<file path="config.mk">
export PLATFORM = sky130hd
export DESIGN_NAME = usr_irq_mc_flat
export DESIGN_NICKNAME = d
export VERILOG_FILES = /design/src/rtl/usr_irq_mc_if.sv /design/src/rtl/usr_irq_mc.sv /design/src/flat_wrapper.sv
export SDC_FILE = /design/constraint.sdc
export NUM_CORES = 1
export LEC_CHECK = 0
export CAP_MARGIN = 20
export CORE_ASPECT_RATIO = 0.7
export CORE_MARGIN = 5
export CORE_UTILIZATION = 53
export CTS_BUF_LIST = sky130_fd_sc_hd__clkbuf_8
export CTS_CLUSTER_SIZE = 30
export DETAILED_ROUTE_END_ITERATION = 8
export PLACE_DENSITY = 0.87
export SYNTH_ARGS = -nofsm -noshare
export SYNTH_HDL_FRONTEND = slang
export SYNTH_SLANG_ARGS = --single-unit
</file>
<file path="constraint.sdc">
create_clock -name clk -period 8.8 [get_ports clk]
set_clock_uncertainty 0.05 [all_clocks]
set_input_delay 1.32 -clock clk [delete_from_list [all_inputs] [get_ports clk]]
set_output_delay 1.32 -clock clk [all_outputs]
set_load 0.05 [all_outputs]
</file>
<file path="src/rtl/usr_irq_mc_if.sv">
// Avalon-MM master bus carrying interrupt raise/clear writes (and optional readback)
// from usr_irq_mc to the interrupt-controller slave.
interface usr_irq_mc_if #(
    parameter int unsigned ADDR_W = 4
);
    logic              chipselect;
    logic [ADDR_W-1:0] address;
    logic              read;
    logic              write;
    logic [31:0]       writedata;
    logic              waitrequest;
    logic [31:0]       readdata;

    modport master (
        output chipselect, address, read, write, writedata,
        input  waitrequest, readdata
    );

    modport slave (
        input  chipselect, address, read, write, writedata,
        output waitrequest, readdata
    );
endinterface

</file>
<file path="src/rtl/usr_irq_mc.sv">
// Multi-channel user IRQ forwarder: synchronised level changes become round-robin Avalon writes.
// Optional macro IRQ_READBACK_EN adds a read-back-and-compare of each written register.
module usr_irq_mc #(
    parameter int unsigned NUM_CH    = 4,
    parameter int unsigned ADDR_W    = 4,
    parameter int unsigned BASE_ADDR = 0,
    parameter int unsigned CNT_W     = 16
) (
    input  logic               clk,
    input  logic               rst,
    input  logic [NUM_CH-1:0]  usr_irq_in,
    usr_irq_mc_if.master       irq_avalon_master,
    output logic               busy,
    output logic [CNT_W-1:0]   drop_cnt,
    output logic               rb_err
);
    localparam int unsigned PtrW = (NUM_CH > 1) ? $clog2(NUM_CH) : 1;

`ifdef IRQ_READBACK_EN
    typedef enum logic [1:0] {StIdle, StWr, StRd, StChk} state_e;
`else
    typedef enum logic [1:0] {StIdle, StWr} state_e;
`endif

    state_e            state_q, state_d;
    logic [NUM_CH-1:0] s1_q, s2_q, s3_q;
    logic [NUM_CH-1:0] pend_q, pend_d, val_q, val_d;
    logic [PtrW-1:0]   ptr_q, ptr_d, ch_q, ch_d;
    logic [ADDR_W-1:0] addr_q, addr_d;
    logic              data_q, data_d;
    logic [CNT_W-1:0]  drop_q, drop_d;
    logic              wr_done;
    logic              found;
    int unsigned       idx;
`ifdef IRQ_READBACK_EN
    logic              rb_bit_q, rb_bit_d;
    logic              rb_err_q, rb_err_d;
    logic              unused_rdata;
    assign unused_rdata = ^irq_avalon_master.readdata[31:1];
`else
    logic              unused_rdata;
    assign unused_rdata = ^irq_avalon_master.readdata;
`endif

    always_comb begin
        state_d = state_q;
        ptr_d   = ptr_q;
        ch_d    = ch_q;
        addr_d  = addr_q;
        data_d  = data_q;
        wr_done = 1'b0;
        found   = 1'b0;
        idx     = 0;
`ifdef IRQ_READBACK_EN
        rb_bit_d = rb_bit_q;
        rb_err_d = rb_err_q;
`endif
        unique case (state_q)
            StIdle: begin
                // Search starts at ptr and wraps; the first hit wins.
                for (int unsigned i = 0; i < NUM_CH; i++) begin
                    idx = 32'(ptr_q) + i;
                    if (idx >= NUM_CH) idx = idx - NUM_CH;
                    if (!found && pend_q[idx]) begin
                        found = 1'b1;
                        ch_d  = PtrW'(idx);
                    end
                end
                if (found) begin
                    state_d = StWr;
                    ptr_d   = (ch_d == PtrW'(NUM_CH - 1)) ? '0 : ch_d + PtrW'(1);
                    addr_d  = ADDR_W'(BASE_ADDR + 32'(ch_d));
                    data_d  = val_q[ch_d];
                end
            end
            StWr: begin
                if (!irq_avalon_master.waitrequest) begin
                    wr_done = 1'b1;
`ifdef IRQ_READBACK_EN
                    state_d = StRd;
`else
                    state_d = StIdle;
`endif
                end
            end
`ifdef IRQ_READBACK_EN
            StRd: begin
                if (!irq_avalon_master.waitrequest) begin
                    rb_bit_d = irq_avalon_master.readdata[0];
                    state_d  = StChk;
                end
            end
            StChk: begin
                if (rb_bit_q != data_q) rb_err_d = 1'b1;
                state_d = StIdle;
            end
`endif
            default: state_d = StIdle;
        endcase
    end

    // A new event in the completing cycle re-arms the channel without counting as a drop.
    always_comb begin
        pend_d = pend_q;
        val_d  = val_q;
        drop_d = drop_q;
        for (int unsigned c = 0; c < NUM_CH; c++) begin
            if (s2_q[c] != s3_q[c]) begin
                if (pend_q[c] && !(wr_done && ch_q == PtrW'(c)) && drop_d != '1) begin
                    drop_d = drop_d + CNT_W'(1);
                end
                pend_d[c] = 1'b1;
                val_d[c]  = s2_q[c];
            end else if (wr_done && ch_q == PtrW'(c)) begin
                pend_d[c] = 1'b0;
            end
        end
    end

    always_ff @(posedge clk) begin
        if (rst) begin
            state_q  <= StIdle;
            s1_q     <= '0;
            s2_q     <= '0;
            s3_q     <= '0;
            pend_q   <= '0;
            val_q    <= '0;
            ptr_q    <= '0;
            ch_q     <= '0;
            addr_q   <= '0;
            data_q   <= 1'b0;
            drop_q   <= '0;
`ifdef IRQ_READBACK_EN
            rb_bit_q <= 1'b0;
            rb_err_q <= 1'b0;
`endif
        end else begin
            state_q  <= state_d;
            s1_q     <= usr_irq_in;
            s2_q     <= s1_q;
            s3_q     <= s2_q;
            pend_q   <= pend_d;
            val_q    <= val_d;
            ptr_q    <= ptr_d;
            ch_q     <= ch_d;
            addr_q   <= addr_d;
            data_q   <= data_d;
            drop_q   <= drop_d;
`ifdef IRQ_READBACK_EN
            rb_bit_q <= rb_bit_d;
            rb_err_q <= rb_err_d;
`endif
        end
    end

    assign irq_avalon_master.write     = (state_q == StWr);
    assign irq_avalon_master.address   = addr_q;
    assign irq_avalon_master.writedata = {31'b0, data_q};
`ifdef IRQ_READBACK_EN
    assign irq_avalon_master.chipselect = (state_q == StWr) || (state_q == StRd);
    assign irq_avalon_master.read       = (state_q == StRd);
    assign rb_err                       = rb_err_q;
`else
    assign irq_avalon_master.chipselect = (state_q == StWr);
    assign irq_avalon_master.read       = 1'b0;
    assign rb_err                       = 1'b0;
`endif
    assign busy     = (state_q != StIdle);
    assign drop_cnt = drop_q;
endmodule

</file>
<file path="src/flat_wrapper.sv">
// flat-port wrapper written by rule: the top's interface ports become plain ports
module usr_irq_mc_flat 
#(
    parameter int unsigned NUM_CH    = 4,
    parameter int unsigned ADDR_W    = 4,
    parameter int unsigned BASE_ADDR = 0,
    parameter int unsigned CNT_W     = 16
)
  (clk, rst, usr_irq_in, busy, drop_cnt, rb_err, irq_avalon_master_chipselect, irq_avalon_master_address, irq_avalon_master_read, irq_avalon_master_write, irq_avalon_master_writedata, irq_avalon_master_waitrequest, irq_avalon_master_readdata);
  usr_irq_mc_if #(.ADDR_W(ADDR_W)) irq_avalon_master_i ();
  input  logic clk;
  input  logic rst;
  input  logic [NUM_CH-1:0] usr_irq_in;
  output logic busy;
  output logic [CNT_W-1:0] drop_cnt;
  output logic rb_err;
  output wire logic [$bits(irq_avalon_master_i.chipselect)-1:0] irq_avalon_master_chipselect;
  output wire logic [$bits(irq_avalon_master_i.address)-1:0] irq_avalon_master_address;
  output wire logic [$bits(irq_avalon_master_i.read)-1:0] irq_avalon_master_read;
  output wire logic [$bits(irq_avalon_master_i.write)-1:0] irq_avalon_master_write;
  output wire logic [$bits(irq_avalon_master_i.writedata)-1:0] irq_avalon_master_writedata;
  input wire logic [$bits(irq_avalon_master_i.waitrequest)-1:0] irq_avalon_master_waitrequest;
  input wire logic [$bits(irq_avalon_master_i.readdata)-1:0] irq_avalon_master_readdata;
  assign irq_avalon_master_chipselect = irq_avalon_master_i.chipselect;
  assign irq_avalon_master_address = irq_avalon_master_i.address;
  assign irq_avalon_master_read = irq_avalon_master_i.read;
  assign irq_avalon_master_write = irq_avalon_master_i.write;
  assign irq_avalon_master_writedata = irq_avalon_master_i.writedata;
  assign irq_avalon_master_i.waitrequest = irq_avalon_master_waitrequest;
  assign irq_avalon_master_i.readdata = irq_avalon_master_readdata;
  usr_irq_mc #(.NUM_CH(NUM_CH), .ADDR_W(ADDR_W), .BASE_ADDR(BASE_ADDR), .CNT_W(CNT_W)) u_core (.clk(clk), .rst(rst), .usr_irq_in(usr_irq_in), .irq_avalon_master(irq_avalon_master_i), .busy(busy), .drop_cnt(drop_cnt), .rb_err(rb_err));
endmodule
</file>
==> flow_summary.yaml, run 1 <==
outcome:
  status: "completed"
timing:
  setup_violations: 0
  maxSlewViolCount: 0
  relSlewSlack_pct: 46.1
  finalHoldViolCount: 0
  worst_slack_ns: 0.646
  finalCritPeriodShare_pct: 92.7
  min_period_ns: 8.15
  clock.fmax_ghz: 0.123
  tightest_slew_ns: 0.796
  tns_ns: 0
  grt_setup_unrepaired: "false"
die:
  initial_core_util_pct: 55.1
  die-area_sq_um: 10200
  fp-row-count: 27
  die_w_um: 119
  core_area_sq_um: 7970
  die_height_um: 86.2
  num_io_pins: 96
setup_path:
  path_max_fanout: 11
  cp.arrival_ns: 8.29
  reg2regPathDepth: 24
  path_cells: "clkdlybuf4s50_1 > or4b_1 > nand3_2 > nor2_1 > xnor2_1 > inv_1 > ha_1 > o21ai_0 > a21o_1 > or3_1 > o31ai_2 > nor2_1 > a21oi_1 > ha_1 > nor3b_1 > a32oi_1 > buf_4 > o41ai_4 > o32ai_1 > a21o_1 > or3_1 > o21a_1 > a221o_1 > and4b_1"
  r2r_end: "u_core.drop_cnt[1]$_SDFF_PP0_"
  crit_slowest_cell: "o41ai_4"
  r2r_setup_slack_ns: 1.16
  r2r-start: "u_core.drop_cnt[0]$_SDFF_PP0_"
  critPathCaptureType: "flop"
  critPathRequiredTime_ns: 8.94
  startpoint_type: "input pin"
  path_class: "in -> reg"
  slowest_delay_ns: 0.62
detailed_routing:
  wl_per_cell_um: 16.5
  ant_nets: 0
  dr_total_vias: 4349
  drc: 0
  drt_iter0_drc: 532
  via_per_inst: 6.24
  drtPass1Iterations: 5
  route.final.wire_length_mm: 11.5
grt:
  grt_pass1_vias: 3781
  grt_antenna_before_repair: 0
  grt.total_usage_pct: 21.7
  grt_max_degree: 45
  grt_pass1_wl_mm: 18.6
  gr-total-overflow: 0
min_path:
  hold_end: "u_core.s2_q[2]$_SDFF_PP0_"
  hold_start: "u_core.s1_q[2]$_SDFF_PP0_"
  hold_path.class: "reg -> reg"
  hold_depth: 1
synthesis:
  synth_ff_type: "dfxtp_1"
  synthSimpleGateAreaFrac_pct: 33.9
  synthMuxAreaShare_pct: 3.50
  syn_area_per_cell_sq_um: 7.50
  yosys.area_share.adder_pct: 1.14
  yosysSeqAreaShare_pct: 20.1
  synth-edff-count: 0
  synth_xor_area_share_pct: 9.51
  synth_compound_area_share_pct: 21.5
  syn_area_sq_um: 4390
  async_flop_share_pct: 0
  ys_types: 82
  ys_warn_count: 0
  synth_top_family_by_area: "simple AND/OR/NAND/NOR gates"
  syn_inst: 586
  ys_ff_latch: 44
run:
  maxCapViolCount: 0
final_layout:
  mostFrequentLayoutCells: "nor2_1, a21oi_1, dfxtp_1"
  area_growth_pct: 5.81
  utilization_pct: 58.3
  drive_gt1_share_pct: 8.22
  final_common_cell: "nor2_1"
  seqCellArea_sq_um: 881
  finish.instance_area_sq_um: 4650
  fillers: 691
  multi_input_area_sq_um: 3190
  n_antenna_cell: 0
  final_nets: 639
placement:
  dp_slack_ns: 0.576
  io_buffers: 28
  dp_hpwl_mm: 8.88
  dpl-instance-area_sq_um: 4570
  gp_congestion: 0.962
clock_network:
  root_buffer: "clkbuf_8"
  path_clk_slew_ns: 0.08
  clk_latency_ns: 0.29
  htree_levels: 2
  post-cts-setup-buffer-count: 0
  clock_path_buffers: 2
  clock-sinks: 44
  hold_buffers: 0
  cts_tree: "yes"
  cts_buffers: 5
  post_cts_resized: 0
power:
  powerDensity_nw_per_um2: 110
  leakage_nw: 1.61
  power_uw: 511
  vdd_ir_drop_max_mv: 0.0814
==> per-stage QoR <==
step	hold WS, ns	cells
floorplan	0.364	620
global placement	0.365	690
detailed placement	0.371	690
CTS	0.390	697
global route	0.404	697
finish	0.389	697
==> layer usage <==
metal	wire length (um)	track usage, %
met2	4710	31.8
met5	0	0
met3	1360	4.63
met1	5290	32.6
met4	115	4.73
==> sequential cells by signal (all words and copies together) (netlist names) <==
register and cells:
u_core.ptr_q 2, u_core.val_q 4, u_core.state_q 1, u_core.pend_q 4
u_core.data_q 1, u_core.s3_q 4, u_core.drop_cnt 16, u_core.irq_avalon_master.address 2
u_core.ch_q 2, u_core.s2_q 4, u_core.s1_q 4
==> Yosys cell counts (5+ instances only) <==
library cell	n	area, sq um
or2_2	8	50.1
xor2_1	12	105
dfxtp_1	44	881
or3_1	7	43.8
buf_2	6	30.0
buf_4	40	300
nor2_1	64	240
xnor2_1	32	280
mux2i_1	12	120
clkbuf_1	17	63.8
nand3_1	22	110
and2_1	9	56.3
and3_1	9	56.3
inv_1	13	48.8
nor4_1	8	50.1
nor3_1	24	120
nor2b_1	15	93.8
nand2_1	37	139
a21oi_1	44	220
nand2b_1	9	56.3
o31a_1	5	43.8
o21ai_0	21	105
nand4_1	11	68.8
o211ai_1	8	60.1
==> worst max-delay path, delay by kind of cell <==
| kind | cells | cell delay, ns |
|---|---|---|
| AND/OR/NAND/NOR | 8 | 2.30 |
| XOR/XNOR | 1 | 0.22 |
| AO/OA/AOI/OAI | 10 | 3.04 |
| buffers and inverters | 3 | 0.80 |
| adder cells (fa/ha/maj) | 2 | 0.61 |
==> how the worst max path moves through the flow <==
stage	start	to	slack, ns	cells past startpoint
final	irq_avalon_master_waitrequest	u_core.drop_cnt[1]$_SDFF_PP0_	0.65	24
after global routing	irq_avalon_master_waitrequest	u_core.drop_cnt[8]$_SDFF_PP0_	0.41	26
after CTS	irq_avalon_master_waitrequest	u_core.drop_cnt[1]$_SDFF_PP0_	0.85	24
after detailed placement	irq_avalon_master_waitrequest	u_core.drop_cnt[1]$_SDFF_PP0_	0.58	24
after global placement	irq_avalon_master_waitrequest	u_core.drop_cnt[1]$_SDFF_PP0_	0.75	24
after floorplan	irq_avalon_master_waitrequest	u_core.drop_cnt[1]$_SDFF_PP0_	1.50	25
==> final cells by class <==
class | count | area share [%]
Multi-Input combinational cell | 498 | 68.6
Sequential cell | 44 | 19.0
Timing Repair Buffer | 33 | 6.84
Tap cell | 101 | 2.72
Clock buffer | 5 | 1.48
Inverter | 14 | 1.13
Clock inverter | 2 | 0.269
==> cell families (layout without fill, tap and decap cells) <==
family                     Yosys count  in the layout
AOI/OAI and AO/OA                  136            136
adders and majority gates            4              4
other                                1             35
and+or+nand+nor                    262            262
muxes                               15             15
xor gates and xnor gates            46             46
buffers and inverters               78             54
DFF                                 44             44
==> where the power goes <==
| part | internal, mW | switching [mW] | leakage (nW) |
|---|---|---|---|
| sequential | 0.211 | 0.0226 | 0.359 |
| combinational | 0.0484 | 0.106 | 1.21 |
| clock | 0.0539 | 0.0699 | 0.0400 |
Power figures use the tool's default switching activity.
==> inputs of run 2 (changes only) <==
--- a/config.mk
+++ b/config.mk
@@ -5,6 +5,7 @@
 export SDC_FILE = /design/constraint.sdc
 export NUM_CORES = 1
 export LEC_CHECK = 0
+export ABC_CLOCK_PERIOD_IN_PS = 8800
 export CAP_MARGIN = 20
 export CORE_ASPECT_RATIO = 0.7
 export CORE_MARGIN = 5
==> results of run 2 <==
No change in the layout: final DEF, timing and power equal those of run 1.
==> inputs of run 3 (changes only) <==
--- a/config.mk
+++ b/config.mk
@@ -13,7 +13,9 @@
 export CTS_BUF_LIST = sky130_fd_sc_hd__clkbuf_8
 export CTS_CLUSTER_SIZE = 30
 export DETAILED_ROUTE_END_ITERATION = 8
+export GPL_ROUTABILITY_DRIVEN = 0
 export PLACE_DENSITY = 0.87
+export REMOVE_ABC_BUFFERS = 1
 export SYNTH_ARGS = -nofsm -noshare
 export SYNTH_HDL_FRONTEND = slang
 export SYNTH_SLANG_ARGS = --single-unit
==> flow_summary.yaml, run 3 (synthesis results as in run 1) <==
outcome:
  status: "completed"
final_layout:
  n_antenna_cell: 0
  area_growth_pct: 6.89
  finish.instance_area_sq_um: 4700
  drive_gt1_share_pct: 8.22
  mostFrequentLayoutCells: "nor2_1, a21oi_1, dfxtp_1"
  final_nets: 639
  final_common_cell: "nor2_1"
  largest_reg_flops: 16
placement:
  dp_hpwl_mm: 9.05
  io_buffers: 28
  dpl-instance-area_sq_um: 4570
  dp_slack_ns: 0.397
clock_network:
  clk_latency_ns: 0.30
  path_clk_slew_ns: 0.08
  post-cts-setup-buffer-count: 0
  clock-sinks: 44
  root_buffer: "clkbuf_8"
  post_cts_resized: 0
  cts_tree: "yes"
  htree_levels: 2
  cts_buffers: 5
  clock_path_buffers: 2
  hold_buffers: 0
timing:
  clock.fmax_ghz: 0.121
  grt_setup_unrepaired: "false"
  maxSlewViolCount: 0
  setup_violations: 0
  fin_hold_ws_ns: 0.389
  finalHoldViolCount: 0
  relSlewSlack_pct: 45.2
  finalCritPeriodShare_pct: 94.1
  tns_ns: 0
  min_period_ns: 8.28
  tightest_slew_ns: 0.809
  worst_slack_ns: 0.517
grt:
  grt_pass1_wl_mm: 19.1
  grt_max_degree: 45
  grt_pass1_vias: 3891
  grt.total_usage_pct: 22.5
  gr-total-overflow: 0
  grt_antenna_before_repair: 0
setup_path:
  path_max_fanout: 10
  startpoint_type: "input pin"
  path_class: "in -> reg"
  critPathCaptureType: "flop"
  critPathRequiredTime_ns: 8.95
  cp.arrival_ns: 8.43
detailed_routing:
  route.final.wire_length_mm: 11.9
  drt_iter0_drc: 619
  ant_nets: 0
  drc: 0
  drtPass1Iterations: 5
  via_per_inst: 6.27
  wl_per_cell_um: 17.1
  dr_total_vias: 4367
min_path:
  hold_path.class: "reg -> reg"
run:
  maxCapViolCount: 0
die:
  fp-row-count: 27
  initial_core_util_pct: 55.1
  die_w_um: 119
  die-area_sq_um: 10200
  num_io_pins: 96
  die_height_um: 86.2
  core_area_sq_um: 7970
power:
  power_uw: 570
  powerDensity_nw_per_um2: 121
  leakage_nw: 1.63
  vdd_ir_drop_max_mv: 0.0840
==> run 3: final timing paths <==
check,from,to,slack [ns],cells past startpoint
worst min register to register,u_core.s1_q[0]$_SDFF_PP0_,u_core.s2_q[0]$_SDFF_PP0_,0.39,1
worst max register to register,u_core.drop_cnt[0]$_SDFF_PP0_,u_core.drop_cnt[1]$_SDFF_PP0_,1.15,25
worst min-delay path,u_core.s1_q[0]$_SDFF_PP0_,u_core.s2_q[0]$_SDFF_PP0_,0.39,1
worst max-delay path,irq_avalon_master_waitrequest,u_core.drop_cnt[1]$_SDFF_PP0_,0.52,25
==> run 3: cell type report <==
class                      instances  area [sq um]
fill                             695          3280
tap                              101           126
sequential                        44           881
timing repair buffer              33           318
clock inverter                     2          60.1
inverter                          14          52.6
clock buffer                       5          68.8
multi-input combinational        498          3190
==> run 3: report_power, final <==
group / total [mW] / internal [mW] / leakage, nW / switching [mW]
clock: 0.182 / 0.112 / 0.0642 / 0.0700
combinational: 0.155 / 0.0482 / 1.21 / 0.107
sequential: 0.233 / 0.211 / 0.359 / 0.0223
==> run 3: worst max-delay path: stages <==
cell and delay [ns]:
clkdlybuf4s50_1 0.50, or4b_1 0.58, nand3_2 0.22, nor2_1 0.17, xnor2_1 0.22, inv_1 0.09
ha_1 0.27, o21ai_0 0.16, a21o_1 0.23, or3_1 0.44, o31ai_2 0.43, nor2_1 0.07
a21oi_1 0.26, ha_1 0.32, nor3b_1 0.22, a32oi_1 0.27, buf_4 0.26, o41ai_4 0.59
mux2i_1 0.25, buf_4 0.17, o211ai_1 0.14, or3_1 0.41, o21a_1 0.28, a221o_1 0.32
and4b_1 0.20
==> run 3: through the flow <==
step                      utilization [%]  instances
after global placement               57.3        690
after global routing                 58.9        697
after detailed placement             57.3        690
final                                58.9        697
after CTS                            58.9        697
after floorplan                         -        556
==> run 3: layer usage <==
metal / track usage, % / up-vias / part of all wire (%)
li1: - / 2077 / -
met1: 31.5 / 1988 / 43
met2: 36.1 / 272 / 44
met3: 3.00 / 30 / 11
met4: 6.83 / 0 / 1.9
met5: 0 / - / 0
